==> src/rtl/led_ctrl_pkg.sv <==
// Shared mode encoding and mode-advance helper for the LED pattern controller.
package led_ctrl_pkg;

    localparam int unsigned MODE_W = 3;

    typedef enum logic [MODE_W-1:0] {
        MODE_OFF    = 3'd0,
        MODE_SOLID  = 3'd1,
        MODE_BLINK  = 3'd2,
        MODE_CHASE  = 3'd3,
        MODE_BOUNCE = 3'd4
    } mode_e;

    // Next mode for a given current mode; illegal codes fall back to OFF.
    function automatic mode_e next_mode(input mode_e cur, input logic adv);
        mode_e nxt;
        nxt = MODE_OFF;
        case (cur)
            MODE_OFF:    nxt = adv ? MODE_SOLID  : MODE_OFF;
            MODE_SOLID:  nxt = adv ? MODE_BLINK  : MODE_SOLID;
            MODE_BLINK:  nxt = adv ? MODE_CHASE  : MODE_BLINK;
            MODE_CHASE:  nxt = adv ? MODE_BOUNCE : MODE_CHASE;
            MODE_BOUNCE: nxt = adv ? MODE_OFF    : MODE_BOUNCE;
            default:     nxt = MODE_OFF;
        endcase
        return nxt;
    endfunction

endpackage

==> src/rtl/pulse_sync.sv <==
// Two-flop synchroniser followed by a rising-edge detector.
// One input pulse of any width gives a single-cycle rise_c_o.
module pulse_sync (
    input  logic clk_i,
    input  logic rst_n_i,
    input  logic d_i,
    output logic rise_c_o
);

    logic [2:0] sh_q;
    logic [2:0] sh_d;

    // Shift the raw input through s1, s2, s3.
    always_comb begin
        sh_d = {sh_q[1:0], d_i};
    end

    // Synchroniser and edge-history registers.
    always_ff @(posedge clk_i or negedge rst_n_i) begin
        if (!rst_n_i) begin
            sh_q <= 3'b000;
        end else begin
            sh_q <= sh_d;
        end
    end

    // Rising edge: s2 high while s3 still low.
    assign rise_c_o = sh_q[1] & ~sh_q[2];

endmodule

==> src/rtl/led_pattern_ctrl.sv <==
// Mode FSM, pattern prescaler and LED pattern generator driven by a
// debounced press input.
module led_pattern_ctrl
    import led_ctrl_pkg::*;
#(
    parameter int unsigned N_LEDS   = 4,
    parameter int unsigned TICK_DIV = 12500000
) (
    input  logic              i_clk,
    input  logic              i_rst_n,
    input  logic              i_press,
    output logic [N_LEDS-1:0] o_led,
    output logic [MODE_W-1:0] o_mode
);

    localparam int unsigned CNT_W = (TICK_DIV > 1) ? $clog2(TICK_DIV) : 1;
    localparam int unsigned POS_W = (N_LEDS > 1) ? $clog2(N_LEDS) : 1;
    localparam logic [CNT_W-1:0] CNT_MAX = CNT_W'(TICK_DIV - 1);
    localparam logic [POS_W-1:0] POS_MAX = POS_W'(N_LEDS - 1);
    localparam logic DIR_UP   = 1'b0;
    localparam logic DIR_DOWN = 1'b1;

    logic              press_evt_c;
    logic              tick_c;
    logic [POS_W-1:0]  step_c;

    mode_e             mode_q,  mode_d;
    logic [CNT_W-1:0]  cnt_q,   cnt_d;
    logic              phase_q, phase_d;
    logic [POS_W-1:0]  pos_q,   pos_d;
    logic              dir_q,   dir_d;
    logic [N_LEDS-1:0] led_q,   led_d;

    pulse_sync u_press_sync (
        .clk_i    (i_clk),
        .rst_n_i  (i_rst_n),
        .d_i      (i_press),
        .rise_c_o (press_evt_c)
    );

    assign tick_c = (cnt_q == CNT_MAX);

    // Next mode, prescaler, pattern state and LED image.
    always_comb begin
        mode_d  = mode_q;
        cnt_d   = cnt_q + CNT_W'(1);
        phase_d = phase_q;
        pos_d   = pos_q;
        dir_d   = dir_q;
        step_c  = pos_q;
        led_d   = '0;

        mode_d = next_mode(mode_q, press_evt_c);

        if (press_evt_c || tick_c) begin
            cnt_d = '0;
        end

        if (press_evt_c) begin
            // A press restarts every pattern from its entry value.
            phase_d = 1'b1;
            pos_d   = '0;
            dir_d   = DIR_UP;
        end else if (tick_c) begin
            case (mode_q)
                MODE_BLINK: begin
                    phase_d = ~phase_q;
                end
                MODE_CHASE: begin
                    pos_d = (pos_q == POS_MAX) ? '0 : pos_q + POS_W'(1);
                end
                MODE_BOUNCE: begin
                    if (N_LEDS > 1) begin
                        step_c = (dir_q == DIR_DOWN) ? pos_q - POS_W'(1)
                                                     : pos_q + POS_W'(1);
                        pos_d  = step_c;
                        if (step_c == POS_MAX) begin
                            dir_d = DIR_DOWN;
                        end else if (step_c == '0) begin
                            dir_d = DIR_UP;
                        end
                    end
                end
                default: begin
                end
            endcase
        end

        // LED image follows the next-state values so it moves with o_mode.
        case (mode_d)
            MODE_SOLID:  led_d = '1;
            MODE_BLINK:  led_d = {N_LEDS{phase_d}};
            MODE_CHASE,
            MODE_BOUNCE: led_d = N_LEDS'(1) << pos_d;
            default:     led_d = '0;
        endcase
    end

    // State and output registers.
    always_ff @(posedge i_clk or negedge i_rst_n) begin
        if (!i_rst_n) begin
            mode_q  <= MODE_OFF;
            cnt_q   <= '0;
            phase_q <= 1'b0;
            pos_q   <= '0;
            dir_q   <= DIR_UP;
            led_q   <= '0;
        end else begin
            mode_q  <= mode_d;
            cnt_q   <= cnt_d;
            phase_q <= phase_d;
            pos_q   <= pos_d;
            dir_q   <= dir_d;
            led_q   <= led_d;
        end
    end

    assign o_led  = led_q;
    assign o_mode = mode_q;

endmodule

==> config.mk <==
export PLATFORM = sky130hd
export DESIGN_NAME = led_pattern_ctrl
export DESIGN_NICKNAME = d
export VERILOG_FILES = /design/src/rtl/led_ctrl_pkg.sv /design/src/rtl/pulse_sync.sv /design/src/rtl/led_pattern_ctrl.sv
export SDC_FILE = /design/constraint.sdc
export NUM_CORES = 1
export LEC_CHECK = 0
export CORE_UTILIZATION = 33
export CTS_CLUSTER_DIAMETER = 120
export DETAILED_ROUTE_END_ITERATION = 10
export SYNTH_ARGS = -nofsm -noshare
export SYNTH_HDL_FRONTEND = slang
export SYNTH_HIERARCHICAL = 1
export SYNTH_SLANG_ARGS = --single-unit
==> constraint.sdc <==
create_clock -name i_clk -period 3.7 [get_ports i_clk]
set_clock_uncertainty 0.1 [all_clocks]
set_input_delay 0.74 -clock i_clk [delete_from_list [all_inputs] [get_ports i_clk]]
set_output_delay 0.74 -clock i_clk [all_outputs]
set_load 0.05 [all_outputs]
After elaboration in Yosys (flattened, before gate mapping)
Cells that the tools add are included.

Register bits: 38. Input port bits: 3. Output and inout bits: 7. Logic and storage cells: 54.

Add/subtract/negate cells: 3. Eq/ne operators: 11. Shifts and indexed selects: 1. Mux-type cells: 21. Bitwise operators: 3. Reductions and logical operators: 8.

Operators by type and width (number): $add 24x1->24 const B (1); $eq 24x24->1 const B (1); $mux 24 (1); $pmux 3 s5 (1); $eq 3x2->1 const B (4); $pmux 4 s3 (1); $mux 1 (10); $mux 2 (5); $eq 3x1->1 const B (2); $eq 3x3->1 const B (2); $mux 3 (2); $eq 2x2->1 const B (2); $pmux 2 s2 (1); $reduce_bool 2->1 (2); $shl 1x2->4 const A (1); $logic_not 3->1 (1); $reduce_and 3->1 (1); $reduce_bool 3->1 (1); $add 2x1->2 const B (1); $logic_not 2->1 (1); $not 1->1 (2); $reduce_or 2->1 (1); $sub 2x1->2 const B (1); $and 1x1->1 (1); $logic_or 1x1->1 (1).

Longest topological paths before layout
Word-level depth: 8. Depth in mapped cells: 8. Mapped depth without buffers: 7.

Modules after synthesis
Netlist, hierarchy kept.

By module, submodules not included: led_pattern_ctrl (times used 1, cells each 181, area each 1804.2 um2, sequential area each 875.8 um2); pulse_sync (times used 1, cells each 4, area each 88.8 um2, sequential area each 75.1 um2).

Worst setup path before layout
OpenSTA, ideal clock, no wires.

Path kind: register to register. From: reg mode_q[0] (netlist: o_mode[0]). To: reg led_q[2] (netlist: o_led[2]). Setup time: 0.095 ns. Arrival time: 1.906 ns. Data required time: 3.505 ns. Slack: 1.598 ns. Cell stages (with the launch flop): 8. Path buffers: 2. Clock period less this slack: 2.102 ns. Path through: dfrtp_1 -> buf_6 -> or3b_1 -> buf_2 -> nor3b_2 -> o311ai_1 -> a21o_1 -> o31ai_1.

Cells in the longest elaborated chain, start to end: 6. Elaborated cells on any way between the ends: 19. Those cells by class: eq/ne: 8; shift: 1; mux: 8; reduce/logical: 2.

RTL lines: from (decl) (line led_pattern_ctrl.sv:27) `mode_e mode_q, mode_d;`; from (signal assigned) (line led_pattern_ctrl.sv:109) `mode_q <= mode_d;`; $eq 3x3->1 / $eq 3x2->1 (equally long branches) (line led_ctrl_pkg.sv:18, led_pattern_ctrl.sv:65); $pmux 2 s2 (line led_pattern_ctrl.sv:65) `case (mode_q)`; $mux 2 (line led_pattern_ctrl.sv:64) `end else if (tick_c) begin`; $mux 2 (line led_pattern_ctrl.sv:59) `if (press_evt_c) begin`; $shl 1x2->4 (line led_pattern_ctrl.sv:94) `MODE_BOUNCE: led_d = N_LEDS'(1) << pos_d;`; $pmux 4 s3 (*) (line led_pattern_ctrl.sv:90) `case (mode_d)`; named net led_d[2] (line led_pattern_ctrl.sv:32) `logic [N_LEDS-1:0] led_q, led_d;`; to (signal assigned) (line led_pattern_ctrl.sv:114) `led_q <= led_d;`; to (decl) (line led_pattern_ctrl.sv:32).

The timed path passes the listed nets; every way through them passes the cells marked *. A chain may end at the register's enable or synchronous reset.

Worst setup path after layout
From: reg mode_q[0] (netlist: o_mode[0]). To: out o_mode[0].

RTL lines: to (decl) (line led_pattern_ctrl.sv:13) `output logic [MODE_W-1:0] o_mode`.

No word-level cell between the ends.

==> results.md <==
- Syn-to-layout area delta: 13.09%
- Residual DRC: 0
- Pwr dens: 559.8 nW/um2
- Setup bufs post-CTS: 0
- Max cap viols: 0
- Status: completed
- Hold_sp: u_press_sync/sh_q[0]
- R2R Setup Slk: 1.42 ns
- First DRT Iteration DRCs: 79
- Hold Path Stages: 0
- Fin crit period: 2.547 ns
- Routed WL per cell: 12.78 um
- Drt total wl: 3425 um
- GP Congestion: 0.8210
- Layout cells sized above 1: 10.71%
- Die W: 77.74 um
- Hold_buf cts: 0
- First-pass GRT wire length: 6306 um
- Top_reg_cell synth: dfrtp_1
- Max-slew headroom: 43.47%
- CTS resizes: 0
- Area contributors post-synth: dfrtp_1 50%, xnor2_1 7.4%, nor2_1 6.3%
- Max frequency: 0.3926 GHz
- FF-to-FF End: cnt_q[6]
- Clk root buf: clkbuf_8
- Ant diodes: 0
- Rows: 27
- Setup TNS: 0 ns
- Max Slew Vio Count: 0
- Layout net count: 200
- Commonest cells post-synth: 38 x dfrtp_1, 32 x nor2_1, 16 x xnor2_1
- Synth top area share: 50.23%
- Worst reg-to-reg path cell count: 6
- EDFF count, synth: 0
- Pin count of the biggest net entering global routing: 39
- Latest clock arrival within the worst-skew pair: 0.29 ns
- Vias: 1321
- CTS clk-pin slew, worst paths: 0.07 ns
- Initial Util: 34.38%
- Slowest-stage cell, CP: clkdlybuf4s50_1
- H-tree depth: 2
- RSZ-0062 raised after global routing: no
- Mapped Avg Cell Area: 10.23 um2
- Warnings from Yosys: 6
- Core ar.: 5507 um2
- Total power: 1.198 mW
- CP max stage delay: 0.87 ns
- Synthesized Nets: 190
- Worst min-delay path category: flop to flop
- Total congestion overflow: 0
- Cell family with most CP delay: buffers and inverters
- Clk buf depth: 2
- Crit path buf inv count: 1
- VDD IR max: 0.2901 mV
- Yosys cell types: 42
- Worst R2R Start: cnt_q[0]
- Worst setup path category: flop to output port
- Hold Violations, Final: 0
- DR pass1 iterations: 4
- GR Util All Layers: 13.35%
- Cell Area, Synth: 1893 um2
- Mapped Cells: 185
- Clock sinks: 38
- Synth Register Bits: 38
- Die height: 77.74 um
- Period Utilization, post-route: 68.83%
- Leak: 0.8952 nW
- Final setup fails: 0
- Worst EP required: 2.86 ns
- DR vias/cell: 4.929
- Post-route ant nets: 0
- Number of global-route vias before repair: 1357
- CP Launch Type: flop
- Inserted Clock Buffers: 5
- Worst Tran Pin Value: 0.8479 ns
- CP Capture Type: output port
- Leading area contributor after synthesis: dfrtp_1
- CP Data Arrival Time: 1.71 ns
- Final-layout fill cell count: 533
- Crit-path cells: clkdlybuf4s50_1
- Hold endpoint: u_press_sync/sh_q[1]
- Initial antenna violation count: 0
- Top-count cell post-synth: dfrtp_1
- FFs w/ async S/R, synth: 100.0%
- IO Count: 10
- CTS tree: yes
- CP max FO: 11
- Die ar.: 6044 um2
- Sequential share of the synthesized area: 50.23%
- PortBufs: 9
- Dpl hpwl: 2315 um
## area by class of cell
cell class / count / area [um2] / share of cell area [%]
Tap cell: 72 / 90.09 / 4.208
Timing Repair Buffer: 9 / 85.08 / 3.974
Clock inverter: 3 / 40.04 / 1.870
Clock buffer: 5 / 68.82 / 3.214
Multi-Input combinational cell: 132 / 872.1 / 40.74
Sequential cell: 38 / 950.9 / 44.42
Inverter: 9 / 33.78 / 1.578
## state kept, by name, indices dropped and copies added, names as in the netlist
| register | flops |
|---|---|
| u_press_sync/sh_q | 3 |
| phase_q | 1 |
| pos_q | 2 |
| cnt_q | 24 |
| o_led | 4 |
| dir_q | 1 |
| o_mode | 3 |
## cell usage in the layout (no fill, tap or decap), types with 6 or more instances in the layout
cell and instances:
xor2_1 8, nor3_1 6, xnor2_1 16, nand2_1 10
nand3_1 7, clkdlybuf4s50_1 8, nor2_1 32, dfrtp_1 38
inv_1 9, nor4_1 6
## per-layer routing
| metal | global-route usage (%) | part of all wire (%) | vias to the layer above |
|---|---|---|---|
| li1 | - | - | 657 |
| met1 | 17.51 | 49 | 645 |
| met2 | 20.97 | 46 | 11 |
| met3 | 3.529 | 2.7 | 8 |
| met4 | 5.094 | 1.6 | 0 |
| met5 | 0 | 0 | - |
## per-stage QoR
stage / util (%) / hold slack [ns] / std cells / setup WS [ns] / instance area [um2]
after CTS: 38.88 / 0.2566 / 268 / 1.141 / 2141
after detailed placement: 36.90 / 0.2402 / 260 / 1.388 / 2032
after global placement: 36.90 / 0.2350 / 260 / 1.468 / 2032
final: 38.88 / 0.2580 / 268 / 1.153 / 2141
after global routing: 38.88 / 0.2691 / 268 / 1.059 / 2141
after floorplan: - / 0.2312 / 185 / 1.598 / 1893
## how the worst max path moves through the flow
stage | cells after the start | endpoint | from | slack [ns]
2_1_floorplan | 7 | o_led[2] | o_mode[0] | 1.60
3_3_place_gp | 6 | cnt_q[18] | cnt_q[0] | 1.47
3_5_place_dp | 6 | cnt_q[6] | cnt_q[0] | 1.39
4_1_cts | 1 | o_mode[0] | o_mode[0] | 1.14
5_1_grt | 1 | o_mode[0] | o_mode[0] | 1.06
6_report | 1 | o_mode[0] | o_mode[0] | 1.15
## cell families (layout without fill, tap and decap cells)
| kind of cell | after synthesis | after routing | synth area share, % |
|---|---|---|---|
| muxes | 1 | 1 | 0.5288 |
| adders and majority gates | 2 | 2 | 1.322 |
| DFF | 38 | 38 | 50.23 |
| AOI/OAI and AO/OA | 15 | 15 | 6.411 |
| and+or+nand+nor | 90 | 90 | 26.70 |
| buffers and inverters | 15 | 26 | 3.701 |
| xor gates and xnor gates | 24 | 24 | 11.10 |
## power breakdown
part | leakage [nW] | total, mW | internal (mW) | switching (mW)
combinational | 0.336 | 0.333 | 0.117 | 0.217
sequential | 0.501 | 0.523 | 0.468 | 0.0548
clock | 0.0579 | 0.342 | 0.198 | 0.144
Note: power is estimated with default switching activity, not from simulation.
